**config.mk**
```make
export PLATFORM = sky130hd
export DESIGN_NAME = uart_tx_fifo_flat
export DESIGN_NICKNAME = d
export VERILOG_FILES = /design/src/rtl/uart_pkg.sv /design/src/rtl/uart_tx_fifo_if.sv /design/src/rtl/sync_fifo.sv /design/src/rtl/uart_tx_fifo.sv /design/src/flat_wrapper.sv
export SDC_FILE = /design/constraint.sdc
export NUM_CORES = 1
export LEC_CHECK = 0
export CAP_MARGIN = 20
export CORE_UTILIZATION = 50
export DETAILED_ROUTE_END_ITERATION = 6
export GPL_ROUTABILITY_DRIVEN = 0
export HOLD_SLACK_MARGIN = 0.02
export PLACE_DENSITY_LB_ADDON = 0.25
export SYNTH_ARGS = -nofsm -noshare
export SYNTH_HDL_FRONTEND = slang
export SYNTH_SLANG_ARGS = --single-unit
```
**constraint.sdc**
```tcl
create_clock -name clk -period 8.71 [get_ports clk]
set_clock_uncertainty 0.05 [all_clocks]
set_input_delay 0.871 -clock clk [delete_from_list [all_inputs] [get_ports clk]]
set_output_delay 0.871 -clock clk [all_outputs]
set_load 0.01 [all_outputs]
```
**src/rtl/uart_pkg.sv**
```systemverilog
`default_nettype none
// ------------------------------------------------------------------
// uart_pkg : shared UART line-state encoding and framing constants
// Rev 1.0
// ------------------------------------------------------------------
package uart_pkg;

  typedef enum logic [1:0] {
    ST_IDLE  = 2'd0,
    ST_START = 2'd1,
    ST_DATA  = 2'd2,
    ST_STOP  = 2'd3
  } uart_state_e;

  localparam int FRAME_BITS           = 10;
  localparam int DEFAULT_CLKS_PER_BIT = 234;

endpackage
`default_nettype wire

```
**src/rtl/uart_tx_fifo_if.sv**
```systemverilog
`default_nettype none
// ------------------------------------------------------------------
// uart_tx_fifo_if : CPU-side send handshake, status flags and tx line
// Rev 1.0
// ------------------------------------------------------------------
interface uart_tx_fifo_if;

  logic       wr;
  logic [7:0] din;
  logic       ack;
  logic       full;
  logic       empty;
  logic       busy;
  logic       overflow;
  logic       tx;

  modport master (
    output wr, din,
    input  ack, full, empty, busy, overflow, tx
  );

  modport slave (
    input  wr, din,
    output ack, full, empty, busy, overflow, tx
  );

endinterface
`default_nettype wire

```
**src/rtl/sync_fifo.sv**
```systemverilog
`default_nettype none
// ------------------------------------------------------------------
// sync_fifo : single-clock FIFO, flags decoded from registered count
// Rev 1.0
// ------------------------------------------------------------------
module sync_fifo #(
  parameter int WIDTH = 8,
  parameter int DEPTH = 16
) (
  input  wire logic             clk,
  input  wire logic             rst,
  input  wire logic             push_i,
  input  wire logic [WIDTH-1:0] din_i,
  input  wire logic             pop_i,
  output logic      [WIDTH-1:0] dout_o,
  output logic                  full_o,
  output logic                  empty_o
);

  localparam int               ADDR_W   = $clog2(DEPTH);
  localparam logic [ADDR_W:0]  FULL_CNT = (ADDR_W + 1)'(DEPTH);

  logic [WIDTH-1:0]  mem_q [DEPTH];
  logic [ADDR_W-1:0] wptr_q;
  logic [ADDR_W-1:0] rptr_q;
  logic [ADDR_W:0]   count_q;
  logic              do_push;
  logic              do_pop;

  // A push into a full FIFO is refused even when a pop lands in the same cycle.
  assign do_push = push_i && !full_o;
  assign do_pop  = pop_i  && !empty_o;

  assign full_o  = (count_q == FULL_CNT);
  assign empty_o = (count_q == '0);
  assign dout_o  = mem_q[rptr_q];

  always_ff @(posedge clk) begin
    if (do_push) begin
      mem_q[wptr_q] <= din_i;
    end
  end

  always_ff @(posedge clk) begin
    if (rst) begin
      wptr_q  <= '0;
      rptr_q  <= '0;
      count_q <= '0;
    end else begin
      if (do_push) wptr_q <= wptr_q + 1'b1;
      if (do_pop)  rptr_q <= rptr_q + 1'b1;
      case ({do_push, do_pop})
        2'b10:   count_q <= count_q + 1'b1;
        2'b01:   count_q <= count_q - 1'b1;
        default: count_q <= count_q;
      endcase
    end
  end

endmodule
`default_nettype wire

```
**src/rtl/uart_tx_fifo.sv**
```systemverilog
`default_nettype none
// ------------------------------------------------------------------
// uart_tx_fifo : buffered 8N1 UART transmitter fed by a byte queue
// Rev 1.0
// ------------------------------------------------------------------
module uart_tx_fifo
  import uart_pkg::*;
#(
  parameter int CLKS_PER_BIT = DEFAULT_CLKS_PER_BIT,
  parameter int FIFO_DEPTH   = 16
) (
  input  wire logic     clk,
  input  wire logic     rst,
  uart_tx_fifo_if.slave bus
);

  localparam int               BC_W    = $clog2(CLKS_PER_BIT);
  localparam logic [BC_W-1:0]  BC_LAST = BC_W'(CLKS_PER_BIT - 1);

  uart_state_e state_q, state_d;
  logic [BC_W-1:0] bc_q, bc_d;
  logic [2:0]      bi_q, bi_d;
  logic [7:0]      shift_q, shift_d;
  logic            tx_q, tx_d;
  logic            ack_q, ack_d;
  logic            ovf_q, ovf_d;
  logic            wr_q;

  logic       push;
  logic       pop;
  logic       fifo_full;
  logic       fifo_empty;
  logic [7:0] fifo_dout;

  assign push = bus.wr && !wr_q;

  sync_fifo #(
    .WIDTH (8),
    .DEPTH (FIFO_DEPTH)
  ) u_fifo (
    .clk     (clk),
    .rst     (rst),
    .push_i  (push),
    .din_i   (bus.din),
    .pop_i   (pop),
    .dout_o  (fifo_dout),
    .full_o  (fifo_full),
    .empty_o (fifo_empty)
  );

  always_ff @(posedge clk) begin
    if (rst) begin
      state_q <= ST_IDLE;
      bc_q    <= '0;
      bi_q    <= '0;
      shift_q <= '0;
      tx_q    <= 1'b1;
      ack_q   <= 1'b0;
      ovf_q   <= 1'b0;
      wr_q    <= 1'b0;
    end else begin
      state_q <= state_d;
      bc_q    <= bc_d;
      bi_q    <= bi_d;
      shift_q <= shift_d;
      tx_q    <= tx_d;
      ack_q   <= ack_d;
      ovf_q   <= ovf_d;
      wr_q    <= bus.wr;
    end
  end

  always_comb begin
    ack_d = ack_q;
    if (push && !fifo_full) begin
      ack_d = 1'b1;
    end else if (!bus.wr) begin
      ack_d = 1'b0;
    end
    ovf_d = ovf_q | (push & fifo_full);
  end

  always_comb begin
    state_d = state_q;
    bc_d    = bc_q;
    bi_d    = bi_q;
    shift_d = shift_q;
    pop     = 1'b0;
    tx_d    = 1'b1;

    unique case (state_q)
      ST_IDLE: begin
        if (!fifo_empty) begin
          pop     = 1'b1;
          shift_d = fifo_dout;
          bc_d    = '0;
          state_d = ST_START;
        end
      end
      ST_START: begin
        if (bc_q == BC_LAST) begin
          bc_d    = '0;
          bi_d    = '0;
          state_d = ST_DATA;
        end else begin
          bc_d = bc_q + 1'b1;
        end
      end
      ST_DATA: begin
        if (bc_q == BC_LAST) begin
          bc_d    = '0;
          shift_d = {1'b0, shift_q[7:1]};
          if (bi_q == 3'd7) begin
            state_d = ST_STOP;
          end else begin
            bi_d = bi_q + 3'd1;
          end
        end else begin
          bc_d = bc_q + 1'b1;
        end
      end
      ST_STOP: begin
        if (bc_q == BC_LAST) begin
          bc_d = '0;
          // Chain straight into the next start bit when more bytes wait.
          if (!fifo_empty) begin
            pop     = 1'b1;
            shift_d = fifo_dout;
            state_d = ST_START;
          end else begin
            state_d = ST_IDLE;
          end
        end else begin
          bc_d = bc_q + 1'b1;
        end
      end
      default: state_d = ST_IDLE;
    endcase

    // The line level is computed from the next state so tx can be a flop.
    unique case (state_d)
      ST_START: tx_d = 1'b0;
      ST_DATA:  tx_d = shift_d[0];
      default:  tx_d = 1'b1;
    endcase
  end

  assign bus.ack      = ack_q;
  assign bus.full     = fifo_full;
  assign bus.empty    = fifo_empty;
  assign bus.busy     = (state_q != ST_IDLE);
  assign bus.overflow = ovf_q;
  assign bus.tx       = tx_q;

endmodule
`default_nettype wire

```
**src/flat_wrapper.sv**
```systemverilog
// flat-port wrapper written by rule: the top's interface ports become plain ports
module uart_tx_fifo_flat import uart_pkg::*;
#(
  parameter int CLKS_PER_BIT = DEFAULT_CLKS_PER_BIT,
  parameter int FIFO_DEPTH   = 16
)
  (clk, rst, bus_wr, bus_din, bus_ack, bus_full, bus_empty, bus_busy, bus_overflow, bus_tx);
  uart_tx_fifo_if bus_i ();
  input  wire logic clk;
  input  wire logic rst;
  input wire logic [$bits(bus_i.wr)-1:0] bus_wr;
  input wire logic [$bits(bus_i.din)-1:0] bus_din;
  output wire logic [$bits(bus_i.ack)-1:0] bus_ack;
  output wire logic [$bits(bus_i.full)-1:0] bus_full;
  output wire logic [$bits(bus_i.empty)-1:0] bus_empty;
  output wire logic [$bits(bus_i.busy)-1:0] bus_busy;
  output wire logic [$bits(bus_i.overflow)-1:0] bus_overflow;
  output wire logic [$bits(bus_i.tx)-1:0] bus_tx;
  assign bus_i.wr = bus_wr;
  assign bus_i.din = bus_din;
  assign bus_ack = bus_i.ack;
  assign bus_full = bus_i.full;
  assign bus_empty = bus_i.empty;
  assign bus_busy = bus_i.busy;
  assign bus_overflow = bus_i.overflow;
  assign bus_tx = bus_i.tx;
  uart_tx_fifo #(.CLKS_PER_BIT(CLKS_PER_BIT), .FIFO_DEPTH(FIFO_DEPTH)) u_core (.clk(clk), .rst(rst), .bus(bus_i));
endmodule
```
# Word-level counts from Yosys, hierarchy flattened
# Memory sizes are Yosys's and may differ from the RTL's. A register that Yosys moved wholly into a read port is not among the register bits.
# Index checks and enable logic that the tools add are counted.
[totals]
n_memories = 1
ff_bits = 38
input_bits = 11
mem_bits_rw = 128
[memory_table]
columns = ["name", "depth", "width", "read_ports", "rd_ports_with_merged_regs", "wr", "line_no", "rtl"]
rows = [
  ["u_core.u_fifo.mem_q", 16, 8, 1, 1, 1, "sync_fifo.sv:23", "logic [WIDTH-1:0] mem_q [DEPTH];"],
]
[classes]
eq_ne = 16
n_reduce_logical = 15
bitwise = 2
mux = 29
addsub = 6
[op_table]
columns = ["op", "n"]
rows = [
  ["$mux W8", 5],
  ["$pmux W8 S3", 1],
  ["$pmux W8 S2", 1],
  ["$mux W2", 5],
  ["$pmux W5 S2", 1],
  ["$mux W3", 3],
  ["$add A4 B1 Y4 const B", 2],
  ["$add A8 B1 Y8 const B", 1],
  ["$eq A2 B2 Y1 const B", 4],
  ["$eq A8 B8 Y1 const B", 1],
  ["$mux W4", 2],
  ["$ne A2 B1 Y1 const B", 4],
  ["$pmux W2 S4", 1],
  ["$mux W1", 7],
  ["$eq A2 B1 Y1 const B", 3],
  ["$pmux W3 S2", 1],
  ["$reduce_bool A2 Y1", 3],
  ["$add A5 B1 Y5 const B", 1],
  ["$eq A5 B5 Y1 const B", 1],
  ["$logic_not A5 Y1", 1],
  ["$sub A5 B1 Y5 const B", 1],
  ["$ne A2 B2 Y1 const B", 2],
  ["$pmux W1 S2", 2],
  ["$reduce_and A4 Y1", 1],
  ["10 further kinds", 14],
]

# Depth between registers and ports, before layout
# Gate-level depths: netlist (run 1).
[logic_depth]
ltp_word = 7
ltp_mapped = 14

# Cells and area by module
# Synthesis (run 1) repeated with hierarchy kept, for this count alone.
[hier_totals]
hier_cells = 493
hier_area_um2 = 7299.5
[by_module_without_submodules]
columns = ["mod", "instances", "cells_per_inst", "area_per_inst_um2"]
rows = [
  ["sync_fifo", 1, 330, 5891.9],
  ["uart_tx_fifo", 1, 163, 1407.6],
]

# Worst setup path after synthesis (run 1)
# No wires, ideal clock.
[synth_path]
kind = "input -> register"
start = "input port bus_wr"
end = "register u_core.u_fifo.count_q[2]"
path_buffers = 1
setup_slack_ns = 5.607
setup_ns = 0.123
arrival_ns = 2.930
path_stages = 10
path_cell_list = "and2b_1 > a21boi_2 > inv_2 > ha_1 > clkbuf_1 > xor2_1 > ha_1 > a41oi_1 > mux2i_1 > mux2_1"
[synth_via]
elab_chain_len = 4
[synth_rtl]
columns = ["item", "line_no", "rtl"]
rows = [
  ["start: declaration", "flat_wrapper.sv:11", "input wire logic [$bits(bus_i.wr)-1:0] bus_wr;"],
  ["$logic_and A1 B1 Y1 (*)", "uart_tx_fifo.sv:35", "assign push = bus.wr && !wr_q;"],
  ["$logic_and A1 B1 Y1 (*)", "sync_fifo.sv:31", "assign do_push = push_i && !full_o;"],
  ["$eq A2 B1 Y1 or $eq A2 B2 Y1 (tied branches)", "sync_fifo.sv:52", "case ({do_push, do_pop})"],
  ["$pmux W5 S2 or $reduce_bool A2 Y1 (tied branches)", "--", ""],
  ["end signal: assignment", "sync_fifo.sv:53", "2'b10: count_q <= count_q + 1'b1;"],
  ["end signal: assignment", "sync_fifo.sv:54", "2'b01: count_q <= count_q - 1'b1;"],
  ["end signal: assignment", "sync_fifo.sv:55", "default: count_q <= count_q;"],
  ["end: declaration", "sync_fifo.sv:26", "logic [ADDR_W:0] count_q;"],
]
# Mark *: on every way between the ends. The rest lies on a longest branch, timed or not.
# A chain may end at the register's enable or synchronous reset.

# Final worst setup path (run 1)
# Ends and elaborated chain as after synthesis.

==> metrics, run 1 <==
Period Utilization, post-route=39.41%; die area=15040 um^2; hold buffer count at CTS=0; Yosys top cell area share=52.82%; Die H=122.6 um; minimum clock period=3.432 ns; initial antenna violation count=0; vias in the first global route=4054; antenna-violating nets left=0; clock-pin transition on the worst setup and hold timing paths=0.07 ns; CP Capture Type=flop; final setup margin=5.278 ns; Worst Hold Launch=u_core.bus.overflow; Synth async-reset ratio=0%; grt total ovfl=0; # port buffers=16; drt total wl=13830 um; unrepaired setup endpoints after global routing=false; CP required=8.97 ns; library cells used by synthesis=66; Most Crowded Layer GR=met2; met2 usage=31.39%; synth cell count leaders=128 x edfxtp_1, 48 x nor2_1, 42 x dfxtp_1; status=complete, but fails checks; First-pass DRT Iterations=7; syn_nets=522; count of pins over their slew limit=0; arrival time worst endpoint=3.69 ns; Clk Latency, worst-skew pair=0.43 ns; maximum VDD drop=136.1 uV; clk root buf=clkbuf_16; top post-synthesis cells by area=edfxtp_1 53%, dfxtp_1 12%, mux4_2 8.0%; pre-CTS setup slack=4.873 ns; fill count=1074; Post-Synthesis Cells=495; area of the multi-input gates=2431 um^2; yosys warns=0; global-route wire length before repair=21930 um; chip width=122.6 um; FP Rows=43; core footprint=14040 um^2; met3 Track Usage GR=4.043%; Syn Area/Cell=14.70 um^2; final hold violation count=0; Via density=5.864; Synth Flop Type=edfxtp_1; ant diodes=0; crit path max fanout=12; post-CTS resize count=0; HPWL after detailed placement=9228 um; crit start category=primary input; Max-slew headroom=38.91%; most common cell in the netlist=edfxtp_1; Top Ports=17; largest net degree at the start of global routing=39; crit path from=bus_wr; total negative slack=0 ns; Layout Utilization=58.26%; met1 global-route usage=27.77%; maxcap violations=0; Register Area=4686 um^2; Overall Global Routing Usage=20.13%; HP Class=flop to flop; final setup fails=0; routed via count=4134; Syn Std Cell Area=7277 um^2; violated checks=DRC; Syn-to-layout area delta=12.41%; clk sinks=170; Leakage=2.668 nW; # Post-CTS Setup Buffers=0; CTS tree=built; nets=539; Clock Path Buffers=2; most area-hungry cell type in the Yosys netlist=edfxtp_1; layout cells sized above 1=16.57%; H-tree level count=4; Reg-to-Reg Start=u_core.bc_q[0]; Remaining DRCs=3; Yosys reg bits=170; Crit Path Class=primary input to flop; measured slew at the worst slew-check pin=0.9129 ns; PwrDens=280.7 nW/um^2; First DRT Iteration DRCs=471; Max Freq=291.4 MHz; sequential area share after synthesis=64.37%; Post-synth EDFFs=128; WL/cell=19.61 um; number of CTS-inserted buffers=17; initial core utilization=51.82%
==> critical path: stages <==
cell and delay [ns]:
clkdlybuf4s50_1 0.49, and2b_1 0.21, a21boi_2 0.48, inv_2 0.12
ha_1 0.34, xor2_1 0.19, ha_1 0.21, a41oi_1 0.23
mux2i_1 0.23, mux2_1 0.32
==> layer usage <==
layer  vias up  routed length, um  part of all wire, %
met1      2061               6375                   46
met3        17                595                  4.3
li1       1942                  -                    -
met4         0                212                  1.5
met5         -                  0                    0
met2       114               6644                   48
==> path summary, 6_finish.rpt <==
| path | end | slack (ns) | cells after the start |
|---|---|---|---|
| max reg2reg | u_core.u_fifo.count_q[4] | 5.44 | 11 |
| min reg2reg | u_core.bus.overflow | 0.42 | 2 |
| min | u_core.bus.overflow | 0.42 | 2 |
| max | u_core.u_fifo.count_q[2] | 5.28 | 10 |
==> final cells by class <==
type	count	share of cell area, %
inverters	10	0.4589
clock inverters	15	2.080
multi-input cells	290	29.72
clock buffers	17	5.200
flip-flops and latches	170	57.28
repair buffers	23	2.508
well taps	180	2.753
==> kinds of logic (layout without fill, tap and decap cells) <==
| kind of cell | count (synthesis) | in the layout | synth area share [%] |
|---|---|---|---|
| AO/OA/AOI/OAI | 82 | 82 | 8.494 |
| multiplexers | 48 | 48 | 11.12 |
| buffers and inverters | 35 | 65 | 2.218 |
| AND/OR/NAND/NOR | 129 | 129 | 9.234 |
| XOR/XNOR | 15 | 15 | 1.805 |
| flip-flops | 170 | 170 | 64.37 |
| adder cells (fa/ha/maj) | 16 | 16 | 2.751 |
==> stage by stage <==
stage	power, W	hold WS [ns]	cells	instance area (um^2)
2_1_floorplan	0.001418	0.3954	495	7277
3_3_place_gp	0.001548	0.4203	669	7562
3_5_place_dp	0.001562	0.4045	669	7562
4_1_cts	0.002308	0.4216	701	8158
5_1_grt	0.002409	0.4653	705	8180
6_report	0.002297	0.4157	705	8180
==> state kept, by name (all words and copies together) (netlist names), named ones only <==
name,flops
u_core.bc_q,8
u_core.bi_q,3
u_core.bus.ack,1
u_core.bus.overflow,1
u_core.bus.tx,1
u_core.shift_q,8
u_core.state_q,2
u_core.u_fifo.count_q,5
u_core.u_fifo.mem_q,128
u_core.u_fifo.rptr_q,4
u_core.u_fifo.wptr_q,4
u_core.wr_q,1
==> where the power goes <==
part           internal (W)  switching, W  total (W)
combinational      0.000249      0.000322   0.000572
clock              0.000411      0.000337   0.000748
sequential         0.000922     0.0000543   0.000977
total               0.00158      0.000714    0.00230
==> placed cells by master, fill, tap and decap left out, types with 7 or more instances in the layout <==
master             n
edfxtp_1         128
nor2_1            48
dfxtp_1           41
mux4_2            26
nand2_1           19
mux2i_1           19
clkbuf_16         17
o21ai_0           16
ha_1              16
clkdlybuf4s50_1   16
a21oi_1           12
nor3_1            10
inv_1              9
xor2_1             9
nand3_1            9
and2_1             9
a221oi_1           8
a221o_1            7
Power figures use the tool's default switching activity.
==> run 2: changes to the inputs <==
- clock period: 8.71 -> 2.75 ns (I/O delays scaled with it)
==> run 2 against run 1 <==
Effect of this change:
- cell area up 3.5%
- the run now ends clean
- non-clock buffer count up 31
- sequential cell count unchanged
- sequential share of layout area down 1.9 points
- clock power rose to 3.2 times the previous value
- register-to-register slack worse by 5.3 ns
- cell count up 4.4%
==> metrics, run 2 (synthesis gave the netlist of run 1 again) <==
most frequent cells in the layout=128 x edfxtp_1, 47 x nor2_1, 39 x dfxtp_1; Tot Pwr=0.007573 W; routed via count=4254; Non-Filler Instances=736; Cells after DPL=702; initial antenna violation count=0; First DRT Iteration DRCs=376; measured slew at the worst slew-check pin=0.6957 ns; most flop-heavy register=u_core.u_fifo.mem_q; most common cell after layout, fill and taps aside=edfxtp_1; clock-pin transition on the worst setup and hold timing paths=0.07 ns; Top Ports=17; layout cells sized above 1=22.66%; die area=15040 um^2; clk root buf=clkbuf_16; chip width=122.6 um; # port buffers=16; global-route wire length before repair=22510 um; maxcap violations=0; CTS tree=built; biggest regs=u_core.u_fifo.mem_q (128), u_core.bc_q (8), u_core.shift_q (8); WL/cell=19.21 um; Leakage=2.824 nW; arrival time worst endpoint=2.90 ns; final setup fails=0; Reg2Reg Setup Slack=0.12 ns; final hold violation count=0; Via density=5.780; status=finished clean; Clk Latency, worst-skew pair=0.43 ns; largest net degree at the start of global routing=37; CP Capture Type=flop; crit start category=flop; number of CTS-inserted buffers=17; Die H=122.6 um; vias in the first global route=4198; drt total wl=14140 um; CP max-delay cell=dfxtp_4; crit path cell chain=inv_1 > ha_1 > and4_2 > a31oi_4 > nor2_4 > ha_4 > xor2_1 > ha_2 > o21ai_0 > o41ai_2 > mux2i_1 > mux2_1; Overall Global Routing Usage=20.52%; slowest stage delay, CP=0.37 ns; Final Instance Area=8471 um^2; clk sinks=170; H-tree level count=4; crit path max fanout=7; FP Rows=43; Period Utilization, post-route=95.80%; HP Class=flop to flop; Crit Path Class=flop to flop; count of pins over their slew limit=0; core footprint=14040 um^2; PwrDens=894.1 nW/um^2; CP required=3.02 ns; First-pass DRT Iterations=4; hold buffer count at CTS=0; antenna-violating nets left=0; Max-slew headroom=53.53%; maximum VDD drop=798.7 uV; initial core utilization=51.82%; ant diodes=0; Syn-to-layout area delta=16.40%; total negative slack=0 ns; grt total ovfl=0; max reg flops=128; nets=570; minimum clock period=2.634 ns; Max Freq=379.6 MHz; HPWL after detailed placement=9475 um; placed inst area=7836 um^2; Clock Path Buffers=2; Remaining DRCs=0
-- run 2: changes by cell type in the layout (fill, tap and decap cells not counted), sizes merged --
cell	before	now
buf	6	38
clkbuf	18	17
clkinv	4	2
clkinvlp	0	3
inv	20	19
-- run 2: final timing paths --
check                                     from                        to  depth (start not counted)
worst min register to register  u_core.bus.ack            u_core.bus.ack                          2
worst max register to register  u_core.bc_q[1]  u_core.u_fifo.count_q[4]                         12
worst min-delay path            u_core.bus.ack            u_core.bus.ack                          2
worst max-delay path            u_core.bc_q[1]  u_core.u_fifo.count_q[4]                         12
-- run 2: cell type report --
| type | instances | area [um^2] |
|---|---|---|
| flip-flops and latches | 170 | 4691 |
| clock inverters | 15 | 171.4 |
| multi-input cells | 290 | 2462 |
| inverters | 10 | 37.54 |
| repair buffers | 54 | 457.9 |
| well taps | 180 | 225.2 |
| fillers | 1014 | 5572 |
| clock buffers | 17 | 425.4 |
-- run 2: what timing repair did --
action	in CTS	in global routing
setup endpoints to repair	0	2
gates resized for setup	0	6
setup buffers	0	2
-- run 2: worst max-delay path: cells and delay by family, from the launching register on --
kind,cells,cell delay [ns]
buffers and inverters,1,0.05
xor gates and xnor gates,1,0.15
DFF,1,0.37
AOI/OAI and AO/OA,3,0.39
adders and majority gates,3,0.60
and+or+nand+nor,2,0.33
muxes,2,0.59
-- run 2: layer usage --
metal	part of all wire, %	track usage, %	vias up
li1	-	-	2015
met1	47	27.95	2142
met2	48	32.87	81
met3	3.7	4.600	16
met4	1.3	6.326	0
met5	0	0	-
-- run 2: report_power, final --
part	total, W	switching, W	internal, W
logic	0.00213	0.00115	0.000979
clock network	0.00238	0.00108	0.00130
registers	0.00306	0.000139	0.00292
-- run 2: through the flow --
stage | util (%) | worst slack, ns | hold WS (ns)
floorplan | - | 0.01698 | 0.3239
global placement | 55.81 | 0.09280 | 0.3971
detailed placement | 55.81 | 0.01412 | 0.4006
CTS | 60.06 | 0.01682 | 0.3999
global route | 60.32 | -0.005724 | 0.4412
finish | 60.32 | 0.1155 | 0.4053
